`config.mk`:
```
export PLATFORM = sky130hd
export DESIGN_NAME = unary_stream_encoder_flat
export DESIGN_NICKNAME = d
export VERILOG_FILES = /design/src/rtl/unary_stream_encoder_if.sv /design/src/rtl/unary_stream_encoder.sv /design/src/flat_wrapper.sv
export SDC_FILE = /design/constraint.sdc
export NUM_CORES = 1
export LEC_CHECK = 0
export CAP_MARGIN = 20
export CORE_MARGIN = 1.5
export CORE_UTILIZATION = 50
export DETAILED_ROUTE_END_ITERATION = 7
export PLACE_DENSITY = 0.75
export SETUP_SLACK_MARGIN = 0.05
export SYNTH_ARGS = -nofsm -noshare
export SYNTH_HDL_FRONTEND = slang
export SYNTH_SLANG_ARGS = --single-unit
```
`constraint.sdc`:
```
create_clock -name clk -period 4.2 [get_ports clk]
set_clock_uncertainty 0.1 [all_clocks]
set_input_delay 0.42 -clock clk [delete_from_list [all_inputs] [get_ports clk]]
set_output_delay 0.42 -clock clk [all_outputs]
set_load 0.1 [all_outputs]
```
`src/rtl/unary_stream_encoder_if.sv`:
```
// -----------------------------------------------------------------------------
// unary_stream_encoder_if
//
// Purpose:
//    Bundles the load handshake, the stall request and the unary operand
//    stream of the unary_stream_encoder into one interface so the encoder, its
//    upstream loader and its downstream unary arithmetic consumer can share a
//    single connection.
//
// Parameters:
//    INPUT_WIDTH  - stream length N in qualified bits.
//    COUNT_WIDTH  - width of value / ones_sent / bits_sent. Must match the
//                   encoder instance this interface is bound to.
//
// Signals:
//    value      - number of ones to encode (clamped to N inside the encoder).
//    mode       - 0 = evenly spread ones, 1 = thermometer (ones first).
//    load       - start request, taken only while in_ready is high.
//    hold       - stall request; freezes the stream while high.
//    in_ready   - encoder idle and able to accept load.
//    a          - stream bit, meaningful only while ready is high.
//    ready      - stream qualifier for the downstream unit.
//    done       - one-cycle pulse after the last bit of a stream.
//    ones_sent  - ones emitted so far in the current stream.
//    bits_sent  - bits emitted so far in the current stream.
//
// Modports:
//    master  - upstream side: drives value/mode/load/hold, observes the rest.
//    slave   - the encoder itself.
//    monitor - passive observer (e.g. downstream consumer or checker).
// -----------------------------------------------------------------------------
interface unary_stream_encoder_if #(
   parameter int INPUT_WIDTH = 32,
   parameter int COUNT_WIDTH = $clog2(INPUT_WIDTH + 1)
);

   logic [COUNT_WIDTH-1:0] value;
   logic                   mode;
   logic                   load;
   logic                   hold;
   logic                   in_ready;
   logic                   a;
   logic                   ready;
   logic                   done;
   logic [COUNT_WIDTH-1:0] ones_sent;
   logic [COUNT_WIDTH-1:0] bits_sent;

   modport master (
      output value,
      output mode,
      output load,
      output hold,
      input  in_ready,
      input  a,
      input  ready,
      input  done,
      input  ones_sent,
      input  bits_sent
   );

   modport slave (
      input  value,
      input  mode,
      input  load,
      input  hold,
      output in_ready,
      output a,
      output ready,
      output done,
      output ones_sent,
      output bits_sent
   );

   modport monitor (
      input value,
      input mode,
      input load,
      input hold,
      input in_ready,
      input a,
      input ready,
      input done,
      input ones_sent,
      input bits_sent
   );

endinterface : unary_stream_encoder_if

```
`src/rtl/unary_stream_encoder.sv`:
```
// -----------------------------------------------------------------------------
// unary_stream_encoder
//
// Purpose:
//    Binary-to-unary bitstream transmitter. A binary count v (clamped to N) is
//    accepted through a load handshake and turned into exactly N qualified
//    bits (a qualified by ready) that contain exactly v ones. The ones are
//    either spread evenly with a Bresenham accumulator or packed first as a
//    thermometer code. Evenly spread streams let downstream bound-tracking
//    unary units converge on good early estimates.
//
// Parameters:
//    INPUT_WIDTH  - stream length N (default 32).
//    COUNT_WIDTH  - width of counts and of value (default clog2(N+1)); must
//                   match the parameter of the connected interface.
//
// Ports:
//    clk    - single clock, all state changes on the rising edge.
//    reset  - synchronous, active-low; wins over load and hold.
//    bus    - unary_stream_encoder_if.slave:
//               inputs  value, mode, load, hold
//               outputs in_ready (combinational, high in IDLE),
//                       a, ready, done, ones_sent, bits_sent (registered)
//
// Timing (no stalls), load accepted at edge t:
//    ready high after edges t+1 .. t+N, done high after edge t+N+1, in which
//    cycle in_ready is already high again. Each stalled edge adds one cycle.
// -----------------------------------------------------------------------------
module unary_stream_encoder #(
   parameter int INPUT_WIDTH = 32,
   parameter int COUNT_WIDTH = $clog2(INPUT_WIDTH + 1)
) (
   input  logic                   clk,
   input  logic                   reset,
   unary_stream_encoder_if.slave  bus
);

   // --------------------------------------------------------------------------
   // Constants
   // --------------------------------------------------------------------------
   // N in the count width (used for clamping and the thermometer compare) and
   // in the accumulator width (one bit wider, used by the Bresenham step).
   localparam logic [COUNT_WIDTH-1:0] N_CNT    = COUNT_WIDTH'(INPUT_WIDTH);
   localparam logic [COUNT_WIDTH:0]   N_ACC    = (COUNT_WIDTH + 1)'(INPUT_WIDTH);
   localparam logic [COUNT_WIDTH-1:0] LAST_IDX = COUNT_WIDTH'(INPUT_WIDTH - 1);
   // Starting the accumulator at N/2 rounds the spread to the nearest slot,
   // so after k bits ones_sent = floor((floor(N/2) + k*v) / N).
   localparam logic [COUNT_WIDTH:0]   ACC_INIT = (COUNT_WIDTH + 1)'(INPUT_WIDTH / 2);
   localparam logic [COUNT_WIDTH-1:0] CNT_ONE  = COUNT_WIDTH'(1);

   // --------------------------------------------------------------------------
   // State encoding
   // --------------------------------------------------------------------------
   typedef enum logic [1:0] {
      ST_IDLE   = 2'd0,
      ST_STREAM = 2'd1,
      ST_DONE   = 2'd2
   } state_t;

   // --------------------------------------------------------------------------
   // Registers
   // --------------------------------------------------------------------------
   state_t                 r_state;
   logic [COUNT_WIDTH-1:0] r_v;          // latched, clamped count of ones
   logic                   r_mode;       // latched spread mode
   logic [COUNT_WIDTH:0]   r_acc;        // Bresenham error accumulator
   logic [COUNT_WIDTH-1:0] r_bits_sent;
   logic [COUNT_WIDTH-1:0] r_ones_sent;
   logic                   r_a;
   logic                   r_ready;
   logic                   r_done;

   // --------------------------------------------------------------------------
   // Next-state wires
   // --------------------------------------------------------------------------
   state_t                 w_state_next;
   logic [COUNT_WIDTH-1:0] w_v_next;
   logic                   w_mode_next;
   logic [COUNT_WIDTH:0]   w_acc_next;
   logic [COUNT_WIDTH-1:0] w_bits_sent_next;
   logic [COUNT_WIDTH-1:0] w_ones_sent_next;
   logic                   w_a_next;
   logic                   w_ready_next;
   logic                   w_done_next;

   // --------------------------------------------------------------------------
   // Datapath helpers
   // --------------------------------------------------------------------------
   logic [COUNT_WIDTH-1:0] w_v_clamped;
   logic [COUNT_WIDTH:0]   w_sum;
   logic                   w_even_bit;
   logic [COUNT_WIDTH:0]   w_acc_step;
   logic                   w_therm_bit;
   logic                   w_bit;
   logic                   w_last_bit;

   // Values above N would otherwise overflow the one-per-slot budget; clamp
   // them so the stream saturates to all ones.
   assign w_v_clamped = (bus.value > N_CNT) ? N_CNT : bus.value;

   // Even mode: the accumulator stays below N, v is at most N, so the sum is
   // at most 2N-1 and always fits in COUNT_WIDTH+1 bits.
   assign w_sum      = r_acc + {1'b0, r_v};
   assign w_even_bit = (w_sum >= N_ACC);
   assign w_acc_step = w_even_bit ? (w_sum - N_ACC) : w_sum;

   // Thermometer mode: the first v bits are ones.
   assign w_therm_bit = (r_bits_sent < r_v);

   assign w_bit      = r_mode ? w_therm_bit : w_even_bit;
   assign w_last_bit = (r_bits_sent == LAST_IDX);

   // --------------------------------------------------------------------------
   // Next-state / output logic
   // --------------------------------------------------------------------------
   always_comb begin
      // Hold everything by default; the stream outputs fall to 0 unless a bit
      // is emitted this edge, and done is only ever a single-cycle pulse.
      w_state_next     = r_state;
      w_v_next         = r_v;
      w_mode_next      = r_mode;
      w_acc_next       = r_acc;
      w_bits_sent_next = r_bits_sent;
      w_ones_sent_next = r_ones_sent;
      w_a_next         = 1'b0;
      w_ready_next     = 1'b0;
      w_done_next      = 1'b0;

      case (r_state)
         ST_IDLE: begin
            // hold has no meaning before a stream exists.
            if (bus.load) begin
               w_v_next         = w_v_clamped;
               w_mode_next      = bus.mode;
               w_acc_next       = ACC_INIT;
               w_bits_sent_next = '0;
               w_ones_sent_next = '0;
               w_state_next     = ST_STREAM;
            end
         end

         ST_STREAM: begin
            // A stalled edge emits nothing and freezes the counters, the
            // accumulator and the state, so a stall on the last bit also
            // postpones the move to DONE. load is ignored throughout.
            if (!bus.hold) begin
               w_a_next         = w_bit;
               w_ready_next     = 1'b1;
               w_bits_sent_next = r_bits_sent + CNT_ONE;
               w_ones_sent_next = r_ones_sent + {{(COUNT_WIDTH - 1){1'b0}}, w_bit};
               if (!r_mode) begin
                  w_acc_next = w_acc_step;
               end
               if (w_last_bit) begin
                  w_state_next = ST_DONE;
               end
            end
         end

         ST_DONE: begin
            // Counters keep their final values for inspection until the
            // next load clears them.
            w_done_next  = 1'b1;
            w_state_next = ST_IDLE;
         end

         default: begin
            w_state_next = ST_IDLE;
         end
      endcase
   end

   // --------------------------------------------------------------------------
   // State register
   // --------------------------------------------------------------------------
   always_ff @(posedge clk) begin
      if (!reset) begin
         // A stream cut short by reset is simply abandoned: no done pulse.
         r_state     <= ST_IDLE;
         r_v         <= '0;
         r_mode      <= 1'b0;
         r_acc       <= '0;
         r_bits_sent <= '0;
         r_ones_sent <= '0;
         r_a         <= 1'b0;
         r_ready     <= 1'b0;
         r_done      <= 1'b0;
      end else begin
         r_state     <= w_state_next;
         r_v         <= w_v_next;
         r_mode      <= w_mode_next;
         r_acc       <= w_acc_next;
         r_bits_sent <= w_bits_sent_next;
         r_ones_sent <= w_ones_sent_next;
         r_a         <= w_a_next;
         r_ready     <= w_ready_next;
         r_done      <= w_done_next;
      end
   end

   // --------------------------------------------------------------------------
   // Outputs
   // --------------------------------------------------------------------------
   // in_ready is decoded straight from the state so a load can be accepted in
   // the same cycle that done is high, giving back-to-back streams.
   assign bus.in_ready  = (r_state == ST_IDLE);
   assign bus.a         = r_a;
   assign bus.ready     = r_ready;
   assign bus.done      = r_done;
   assign bus.ones_sent = r_ones_sent;
   assign bus.bits_sent = r_bits_sent;

endmodule : unary_stream_encoder

```
`src/flat_wrapper.sv`:
```
// flat-port wrapper written by rule: the top's interface ports become plain ports
module unary_stream_encoder_flat 
#(
   parameter int INPUT_WIDTH = 32,
   parameter int COUNT_WIDTH = $clog2(INPUT_WIDTH + 1)
)
  (clk, reset, bus_value, bus_mode, bus_load, bus_hold, bus_in_ready, bus_a, bus_ready, bus_done, bus_ones_sent, bus_bits_sent);
  unary_stream_encoder_if #(.INPUT_WIDTH(INPUT_WIDTH), .COUNT_WIDTH(COUNT_WIDTH)) bus_i ();
  input  logic clk;
  input  logic reset;
  input wire logic [$bits(bus_i.value)-1:0] bus_value;
  input wire logic [$bits(bus_i.mode)-1:0] bus_mode;
  input wire logic [$bits(bus_i.load)-1:0] bus_load;
  input wire logic [$bits(bus_i.hold)-1:0] bus_hold;
  output wire logic [$bits(bus_i.in_ready)-1:0] bus_in_ready;
  output wire logic [$bits(bus_i.a)-1:0] bus_a;
  output wire logic [$bits(bus_i.ready)-1:0] bus_ready;
  output wire logic [$bits(bus_i.done)-1:0] bus_done;
  output wire logic [$bits(bus_i.ones_sent)-1:0] bus_ones_sent;
  output wire logic [$bits(bus_i.bits_sent)-1:0] bus_bits_sent;
  assign bus_i.value = bus_value;
  assign bus_i.mode = bus_mode;
  assign bus_i.load = bus_load;
  assign bus_i.hold = bus_hold;
  assign bus_in_ready = bus_i.in_ready;
  assign bus_a = bus_i.a;
  assign bus_ready = bus_i.ready;
  assign bus_done = bus_i.done;
  assign bus_ones_sent = bus_i.ones_sent;
  assign bus_bits_sent = bus_i.bits_sent;
  unary_stream_encoder #(.INPUT_WIDTH(INPUT_WIDTH), .COUNT_WIDTH(COUNT_WIDTH)) u_core (.clk(clk), .reset(reset), .bus(bus_i));
endmodule
```
==> metrics <==
cell count of the worst reg-to-reg path=16; core area=3390 um^2; most common cell after layout, fill and taps aside=dfxtp_1; Ports=27; initial core utilization=a little over half; worst vdd ir=roughly 0.19 mV; min cycle time layout=3286 ps; critical path data required time=4320 ps; fill count=266; Post-synth EDFFs=0; critical path, cell by cell=ha_1 > inv_1 > fa_1 > nor2b_1 > o2111a_1 > or3_1 > and2_4 > inv_1 > ha_1 > mux2_2 > o31ai_2 > ha_1 > and3_1 > nand4_1 > xor2_1 > nor2_1; Pint=around 0.00048 W; post-DP HPWL=2.824 mm; # hold bufs at CTS=0; critical path arrival=3410 ps; drt pass-1 iters=4; Comb power frac=roughly 16%; multi-input logic area=around 1100 um^2; final hold slack=406.6 ps; GR Overflow Total=0; leak pwr=around 0.87 nW; antenna violation net count after detailed routing=0; top cells by area, synth=dfxtp_1 (34%), ha_1 (10%), nor2b_1 (5.6%); share of Yosys cell area claimed by the top area cell type=34.49%; n_diodes=0; register area share after synthesis=34.49%; nets@finish=about 250; total number of vias=1536; Buf+Inv Stages, Crit Path=2; Area Growth Syn to Fin=21.28%; Yosys cell types=43; Clock Latency Late Sink=330 ps; Mapped Area=roughly 1800 um^2; outcome=complete, no violations; Die ar.=3967 um^2; setup slack after layout=913.9 ps; clock share of power=37.1%; Root Buffer=clkbuf_4; Sum Neg Setup Slack=0 ps; r2r setup slk=910 ps; Vias per Instance=5.647; vias in the first global route=1460; Syn Nets=224; CTS tree=done; first-pass GRT wire length=6.354 mm; crit end category=flop; die width=62.99 um; Worst slew margin=a little over a third; worst slack, placed=951.5 ps; Avg Cell Area, Syn=9.133 um^2; Gate Count Post-Synth=between 150 and 200; die height=62.99 um; max incr delay on CP=390 ps; I/O Buffers=26; CP Class=reg -> reg; critical path startpoint category=flop; Post-route DRC=0; initial DRC count=81; share of flip-flops with an asynchronous set or reset=0%; pin count of the biggest net entering global routing=25; global routing usage on met1=between 20% and 30%; number of synthesized register bits=31; share of layout cells above drive strength 1=7.965%; final setup violation count=0; met2 Usage GRT=34.71%; total of max-cap violations=0; postcts setup bufs=0; Synth area leader=dfxtp_1; Reg power frac=46.7%; Final Slew Violations=0; switching power=0.0001756 W; Synth Flop Type=dfxtp_1; busiest grt layer=met2; Critical Path Stages=16; clk slew on worst S/H paths=100 ps; Final Cycle Share=78.24%; sw frac=between 20% and 30%; Yosys warnings=0; cell family with most CP delay=adder cells; gpl congestion=0.8949; CP dominant cell by count=ha_1; post_cts resized=0; Rows=21; CTS max path bufs=2; storage element area=slightly above 600 um^2; CP Max Fanout=7; initial antenna violation count=0; RSZ-0062 raised after global routing=no; Slowest cell on crit path=fa_1; DR WL/cell=~14 um; highest-count cells in the layout ignoring fill and taps=dfxtp_1 (31), clkdlybuf4s50_1 (26), nor2b_1 (16); Hold Path Depth=2; Worst Tran Pin Value=968.8 ps; CTS Sinks=31; final wirelength=3.807 mm; Final Hold Fails=0; P per Cell Area=302.7 nW/um^2; H-tree depth=2; Fmax=between 300 and 400 MHz; GR Util met3=5.405%; Num CTS Buffers=5; Worst Hold Class=reg -> reg; gr usage total=20.17%
[power groups by stage]
stage / logic, W / clock network (W) / registers (W)
after floorplan: 0.0000653 / 0 / 0.000325
after global placement: 0.000104 / 0 / 0.000315
after global routing: 0.000116 / 0.000262 / 0.000309
after detailed placement: 0.000107 / 0 / 0.000315
after CTS: 0.000108 / 0.000250 / 0.000308
final: 0.000107 / 0.000245 / 0.000308
[routing by layer]
metal | wire length (um) | vias to the layer above
li1 | - | 769
met1 | 1697 | 734
met2 | 1936 | 27
met3 | 122 | 6
met4 | 51 | 0
met5 | 0 | -
[cell type report]
class / instances / area share, %
inverter: 10 / 1.720
timing repair buffer: 26 / 11.93
clock buffer: 6 / 2.351
clock inverter: 2 / 1.606
tap: 46 / 2.638
sequential: 31 / 28.44
multi-input combinational: 151 / 51.32
[per-stage QoR]
step	cell area (um^2)	instances	power, W	utilization [%]
finish	2182	272	0.0006605	64.38
detailed placement	2096	264	0.0004217	61.83
global route	2182	272	0.0006878	64.38
CTS	2182	272	0.0006658	64.38
floorplan	1799	197	0.0003905	-
global placement	2096	264	0.0004190	61.83
[worst min-delay path, stage by stage, from the launching register on]
cell	delay, ps
dfxtp_1	340
nand2_1	60
a21boi_0	60
[sequential cells by signal, summed over array words and instances, names as in the netlist]
signal / flops
u_core.r_mode: 1
u_core.bus.done: 1
u_core.bus.ready: 1
u_core.bus.ones_sent: 6
u_core.r_state: 2
u_core.r_v: 6
u_core.bus.a: 1
u_core.bus.bits_sent: 6
u_core.r_acc: 7
[kinds of logic (layout without fill, tap and decap cells)]
family          after synthesis  after routing  share of synthesized area (%)
fa+ha+maj                    16             16                          11.54
simple gates                 74             74                          24.69
mux                           3              3                          1.739
flops                        31             31                          34.49
buf+inv                      15             44                          3.269
compound gates               46             46                          18.43
xor+xnor                     12             12                          5.841
[synth_stat cells (2+ instances only)]
library cell / instances
a211oi_1: 4
a21boi_0: 2
a21o_1: 6
a21oi_1: 12
a22oi_1: 6
and3_1: 5
buf_2: 2
clkbuf_1: 3
dfxtp_1: 31
ha_1: 15
inv_1: 10
mux2i_1: 2
nand2_1: 13
nand2b_1: 2
nand3_1: 3
nand4_1: 5
nor2_1: 12
nor2b_1: 16
nor3b_1: 8
o2111ai_1: 2
o21ai_0: 3
o31ai_1: 2
o31ai_2: 2
or2_2: 2
xnor2_1: 2
xor2_1: 10
[worst paths after layout]
check	startpoint	end
min reg2reg	u_core.r_v[5]$_SDFFE_PN0P_	u_core.r_v[5]$_SDFFE_PN0P_
min	u_core.r_v[5]$_SDFFE_PN0P_	u_core.r_v[5]$_SDFFE_PN0P_
max reg2reg	u_core.r_v[0]$_SDFFE_PN0P_	u_core.bus.ones_sent[5]$_SDFFE_PN0P_
max	u_core.r_v[0]$_SDFFE_PN0P_	u_core.bus.ones_sent[5]$_SDFFE_PN0P_
Note: power is estimated with default switching activity, not from simulation.
